**src/rtl/alu_mul_sequencer.sv**
```systemverilog
// Unsigned 32x32->64 shift-add multiply sequencer that borrows the shared ALU.
// Latency: 64 busy cycles after the accepted start, then a 1-cycle done pulse.
// No backpressure: start is honoured only in IDLE, otherwise dropped; busy stalls the datapath.
module alu_mul_sequencer #(
  parameter int ITER = 32
) (
  input  logic        clk,
  input  logic        reset,
  input  logic        start,
  input  logic [31:0] mcand,
  input  logic [31:0] mplier,
  input  logic [31:0] dp_a,
  input  logic [31:0] dp_b,
  input  logic [2:0]  dp_sel,
  input  logic [31:0] alu_out,
  output logic [31:0] alu_a,
  output logic [31:0] alu_b,
  output logic [2:0]  alu_sel,
  output logic [31:0] dp_result,
  output logic        busy,
  output logic        done,
  output logic [31:0] hi,
  output logic [31:0] lo
);

  typedef enum logic [1:0] {IDLE, ADD, SHIFT, DONE} state_t;

  localparam logic [2:0] SEL_ADD  = 3'b010;
  localparam logic [2:0] SEL_SHR  = 3'b101;
  localparam logic [4:0] CNT_LAST = 5'(ITER - 1);

  state_t      state, state_nxt;
  logic [31:0] mc_r;
  logic [31:0] hi_r;
  logic [31:0] lo_r;
  logic        carry;
  logic [4:0]  cnt;

  // State register; reset always lands in IDLE.
  always_ff @(posedge clk) begin
    if (reset) state <= IDLE;
    else       state <= state_nxt;
  end

  // Next-state, ALU mux ownership and status decodes. While reset is high the
  // mux is forced back to passthrough so the datapath regains the ALU at once.
  always_comb begin
    state_nxt = state;
    alu_a     = dp_a;
    alu_b     = dp_b;
    alu_sel   = dp_sel;
    busy      = 1'b0;
    done      = 1'b0;
    case (state)
      IDLE: begin
        if (start) state_nxt = ADD;
      end
      ADD: begin
        busy      = 1'b1;
        state_nxt = SHIFT;
        if (!reset) begin
          alu_a   = hi_r;
          alu_b   = lo_r[0] ? mc_r : 32'd0;
          alu_sel = SEL_ADD;
        end
      end
      SHIFT: begin
        busy      = 1'b1;
        state_nxt = (cnt == CNT_LAST) ? DONE : ADD;
        if (!reset) begin
          alu_a   = hi_r;
          alu_b   = 32'd1;
          alu_sel = SEL_SHR;
        end
      end
      DONE: begin
        done      = 1'b1;
        state_nxt = IDLE;
      end
      default: state_nxt = IDLE;
    endcase
  end

  // Multiply datapath: capture operands, accumulate into hi with a locally
  // derived carry (the ALU does not export one), then shift {carry,hi,lo} right.
  always_ff @(posedge clk) begin
    if (reset) begin
      mc_r  <= 32'd0;
      hi_r  <= 32'd0;
      lo_r  <= 32'd0;
      carry <= 1'b0;
      cnt   <= 5'd0;
    end else begin
      case (state)
        IDLE: begin
          if (start) begin
            mc_r  <= mcand;
            hi_r  <= 32'd0;
            lo_r  <= mplier;
            carry <= 1'b0;
            cnt   <= 5'd0;
          end
        end
        ADD: begin
          hi_r  <= alu_out;
          carry <= (alu_out < hi_r);
        end
        SHIFT: begin
          hi_r  <= {carry, alu_out[30:0]};
          lo_r  <= {hi_r[0], lo_r[31:1]};
          carry <= 1'b0;
          cnt   <= cnt + 5'd1;
        end
        default: ;
      endcase
    end
  end

  assign dp_result = alu_out;
  assign hi        = hi_r;
  assign lo        = lo_r;

endmodule

```
**config.mk**
```make
export PLATFORM = sky130hd
export DESIGN_NAME = alu_mul_sequencer
export DESIGN_NICKNAME = d
export VERILOG_FILES = /design/src/rtl/alu_mul_sequencer.sv
export SDC_FILE = /design/constraint.sdc
export NUM_CORES = 1
export LEC_CHECK = 0
export CORE_ASPECT_RATIO = 1.2
export CORE_MARGIN = 10
export CORE_UTILIZATION = 40
export DETAILED_ROUTE_END_ITERATION = 10
export DONT_BUFFER_PORTS = 1
export PLACE_DENSITY = 0.57
export SYNTH_ARGS = -nofsm -noshare
export SYNTH_HDL_FRONTEND = slang
export SYNTH_SLANG_ARGS = --single-unit
export TNS_END_PERCENT = 100
```
**constraint.sdc**
```tcl
create_clock -name clk -period 2.75 [get_ports clk]
set_clock_uncertainty 0.05 [all_clocks]
set_input_delay 0.1375 -clock clk [delete_from_list [all_inputs] [get_ports clk]]
set_output_delay 0.1375 -clock clk [all_outputs]
set_load 0.1 [all_outputs]
```
After elaboration in Yosys (flattened, before gate mapping) --
Index checks and enable logic that the tools add are counted.
Operators by class: add/subtract/negate cells 1, order comparisons 1, equal/unequal tests 5, mux-type cells 22, reductions and logical operators 7
Operators by type and width (count):
- 32-bit 2-to-1 mux | 7
- 32-bit case mux with 2 select lines | 2
- 32-bit case mux with 3 select lines | 1
- 32-bit < comparator | 1
- 5-bit case mux with 2 select lines | 1
- 2-bit case mux with 4 select lines | 1
- 3-bit 2-to-1 mux | 2
- 3-bit case mux with 2 select lines | 1
- 2-bit AND reduction | 3
- 5-bit by 1-bit adder with 5-bit output (second input constant) | 1
- 5-bit equality test (second input constant) | 1
- 5-bit 2-to-1 mux | 1
- 2-bit equality test (second input constant) | 2
- 2-bit 2-to-1 mux | 2
- 1-bit 2-to-1 mux | 3
- 1-bit case mux with 3 select lines | 1
- 3-bit nonzero test | 1
- 2-bit by 1-bit equality test with 1-bit output (second input constant) | 1
- 2-bit zero test | 1
- 2-bit != test (second input constant) | 1
- 2-bit nonzero test | 1
- 2-bit OR reduction | 1
Word-level totals: register bits after elaboration 104, logic and storage cells 42

Longest topological paths before layout --
depth after elaboration 3, mapped depth 9, gate-level depth less buffers 7

Worst setup path after synthesis --
OpenSTA, ideal clock, no wires.
path type register -> output, start point register state[0], end point output alu_a[1], arrival time 4.101 ns, required time 2.562 ns, path slack -1.539 ns, stages on the path, launching flop included 7, path through dfxtp_1 -> inv_1 -> ha_1 -> nand2b_1 -> clkbuf_1 -> clkbuf_1 -> o21ai_0
On the way: word-level cells in the longest chain between the ends 3, elaborated cells on any way between the ends 4, classes of those cells eq/ne: 2; mux: 1; reduce/logical: 1
Ends and longest elaborated chain:
- start, declared | line 32 | state_t state, state_nxt;
- start signal, assigned | line 42 | else state <= state_nxt;
- 2-bit equality test or 2-bit by 1-bit equality test with 1-bit output (tied branches) | line 54 | case (state)
- 2-bit OR reduction (no line) *
- 32-bit 2-to-1 mux *
- end, declared | line 16 | output logic [31:0] alu_a,
Mark *: on every way between the ends. The rest lies on a longest branch, timed or not.

Worst setup path in the final report --
start point register state[0], end point output alu_a[11]
The elaborated chain is that of the path after synthesis.

==> summary.md <==
| Metric | Value |
|---|---|
| Status | completed |
| End-of-flow core utilization | 61.58% |
| Final wirelength | 21770 um |
| Most numerous cell in the Yosys netlist | nand2_1 |
| Root buffer cell | clkbuf_16 |
| CTS tree | yes |
| Port bufs | 0 |
| Post-synthesis average cell area | ~7.5 sq um |
| Leak | 3.526 nW |
| Post-CTS setup buffers | 0 |
| Layout fillers | 1209 |
| # DRC | 0 |
| Crit path capture type | output port |
| VDD IR max | 0.0004790 V |
| Rows | 48 |
| H-tree lvl count | 3 |
| CTS clock-pin slew for the worst setup and hold paths | 0.07 ns |
| DP HPWL | between 15000 and 20000 um |
| Die X | 130.3 um |
| Post_cts resized | 0 |
| Yosys top cell by area | dfxtp_1 |
| Design area | around 9000 sq um |
| Total track usage | between 20% and 30% |
| CTS buffer count | 9 |
| Sequential share of the synthesized area | between 30% and 40% |
| Critical Path Fanout Max | 17 |
| 1st-pass router iterations | 5 |
| Final nets | 1140 |
| Area of the multi-input gates | 3627 sq um |
| Post-Syn Instances | 782 |
| Pre-CTS setup slack | about 0.45 ns |
| Crit path top cell by count | buf_4 |
| Clock Sinks | around 100 |
| DR iter-0 viols | 338 |
| Final Cycle Share | 94.98% |
| Worst EP arrival | 2.42 ns |
| Crit path from | state[0] |
| Post-synth top flop | dfxtp_1 |
| Post-synth EDFFs | 0 |
| Post-route setup slack | 0.1379 ns |
| CP max stage cell | dfxtp_1 |
| Total of max-cap violations | 0 |
| Area grow syn2layout | 51.41% |
| Register Area | 2083 sq um |
| FF-to-FF Start | state[0] |
| Routed vias/inst | 5.439 |
| Worst path top cell family by delay | buffers and inverters |
| Final hold violations | 0 |
| Maximum number of pins on one net before global-route repair | roughly 110 |
| Vias post-DR | slightly above 6000 |
| RSZ-0062 raised after global routing | no |
| Synth area leaders | dfxtp_1 36%, nand2_1 9.1%, ha_1 7.9% |
| Final Wtd Congestion | 0.8502 |
| Initial antenna violation count | 0 |
| First-pass GRT wire length | roughly 34000 um |
| Starting Density | 40.67% |
| Final Max Slew Viols | 0 |
| Antenna Cells | 0 |
| Unique masters post-synth | 35 |
| Crit path cell chain | inv_1 -> ha_4 -> buf_4 -> nand2b_4 -> buf_4 -> nand2_1 -> o21ai_2 -> buf_4 |
| CP Buf/Inv Count | 4 |
| Core ar. | approximately 14000 sq um |
| Synth top area share | 35.66% |
| Final Critical Period | 2.612 ns |
| Max-slew headroom | 56.71% |
| Synthesized flop and latch total | 104 |
| Dpl cell area | 7641 sq um |
| Final Setup Violations | 0 |
| Synth top cells by count | 141 x nand2_1, 104 x dfxtp_1, 86 x nor2_1 |
| Hold Crit Start | mplier[25] |
| Fmax | around 380 MHz |
| Critical path class | reg2out |
| IO Count | between 300 and 400 |
| Post-synthesis net count | between 900 and 1000 |
| CTS Buffer Depth | 2 |
| Final ANT Viol Nets | 0 |
| CP startpoint kind | flop |
| Die ar. | around 20000 sq um |
| Worst Path Required | approximately 2.6 ns |
| Vias in the first global route | between 6000 and 7000 |
| Wire per inst | 19.49 um |
| Worst skew pair latency | 0.34 ns |
| Fraction of layout cells with a size suffix above 1 | between 20 and 30% |
| Post-Synthesis Cell Area | 5838 sq um |
| Critical Path Max Stage Delay | 0.41 ns |
| Total gr overflow | 0 |
| Min-delay worst type | in2reg |
| Worst-margin pin slew | between 0.6 and 0.7 ns |
| FFs w/ async S/R, synth | 0% |
| PwrDens | 883.2 nW/um^2 |
| Yosys Warn Count | 0 |
| Chip height | between 150 and 200 um |
==> repair_timing <==
item,CTS,global route
setup endpoints to repair,0,0
hold buffers,89,1
hold endpoints to repair,104,1
==> worst reg2reg max path: stages, from the launching register on <==
cell,delay (ns)
dfxtp_1,0.41
inv_1,0.12
ha_4,0.19
nand2b_1,0.27
nand2b_1,0.12
or4b_1,0.54
or4_1,0.44
o21ai_1,0.15
==> cells in the final DEF (no fill, tap or decap), types with 2 or more instances in the layout <==
cell           synthesis  layout
a211oi_1              34      33
nor2_1                86      81
clkinv_4               0       2
mux2i_1               33      33
a21oi_1               80      48
a22oi_1               35      35
nand2b_1               3       2
nand4_1                5       5
a21oi_2                0       6
inv_1                 36      36
a21oi_4                0      26
ha_1                  37      35
clkbuf_16              0       9
o21ai_0               40       9
inv_6                  0       2
o21ai_2                0      31
and3_1                 2       2
buf_12                 0      39
or4_1                  2       2
a32oi_1                2       2
nor2_2                 0       5
dlygate4sd3_1          0      89
nor3_1                 2       2
dfxtp_1              104     103
nand3_1               36      36
nand2_1              141     141
buf_4                 32     106
==> cells by family (layout without fill, tap and decap cells) <==
family / count (synthesis) / in the layout / share of synthesized area, %
simple gates: 281 / 281 / 19.70
buf+inv: 127 / 287 / 10.44
fa+ha+maj: 37 / 37 / 7.930
compound gates: 200 / 200 / 20.62
mux: 33 / 33 / 5.658
flops: 104 / 104 / 35.66
==> report_power, final <==
part | internal (W) | switching (W) | total [W] | leakage (nW)
clock network | 0.000630 | 0.000594 | 0.00122 | 0.139
registers | 0.00168 | 0.0000998 | 0.00178 | 0.852
logic | 0.00128 | 0.00352 | 0.00480 | 2.53
total | 0.00360 | 0.00421 | 0.00781 | 3.53
==> path summary, 6_finish.rpt <==
check,endpoint,slack (ns),cells after the start
worst max-delay path,alu_a[11],0.14,8
worst min-delay path,lo[25],0.01,2
worst max register to register,carry,0.39,7
worst min register to register,mc_r[9],0.41,2
==> state kept, by name, summed over array words and instances, names as in the netlist <==
| register | count |
|---|---|
| mc_r | 32 |
| carry | 1 |
| hi | 32 |
| state | 2 |
| lo | 32 |
| cnt | 5 |
==> cell type report <==
class	instances	share of cell area [%]
clock buffer	10	2.590
sequential	104	23.57
multi-input combinational	551	41.03
clock inverter	6	0.5803
tap	175	2.477
inverter	36	1.529
timing repair buffer	235	28.22
==> per-layer routing <==
layer | wire length [um] | global-route usage (%) | part of all wire [%]
met1 | 7841 | 22.59 | 36
met2 | 11190 | 37.25 | 51
met3 | 2197 | 6.718 | 10
met4 | 535 | 7.135 | 2.5
met5 | 0 | 0 | 0
==> per-stage QoR <==
stage | std cells | total power, W | TNS, ns | hold WS, ns
floorplan | 782 | 0.005544 | -0.0003559 | 0.2235
global placement | 1011 | 0.006419 | 0 | 0.1752
detailed placement | 1011 | 0.006474 | 0 | 0.1807
CTS | 1116 | 0.007848 | 0 | 0.004549
global route | 1117 | 0.008126 | 0 | 0.005338
finish | 1117 | 0.007807 | 0 | 0.01262
No activity file was read; power rests on OpenSTA's default activity.
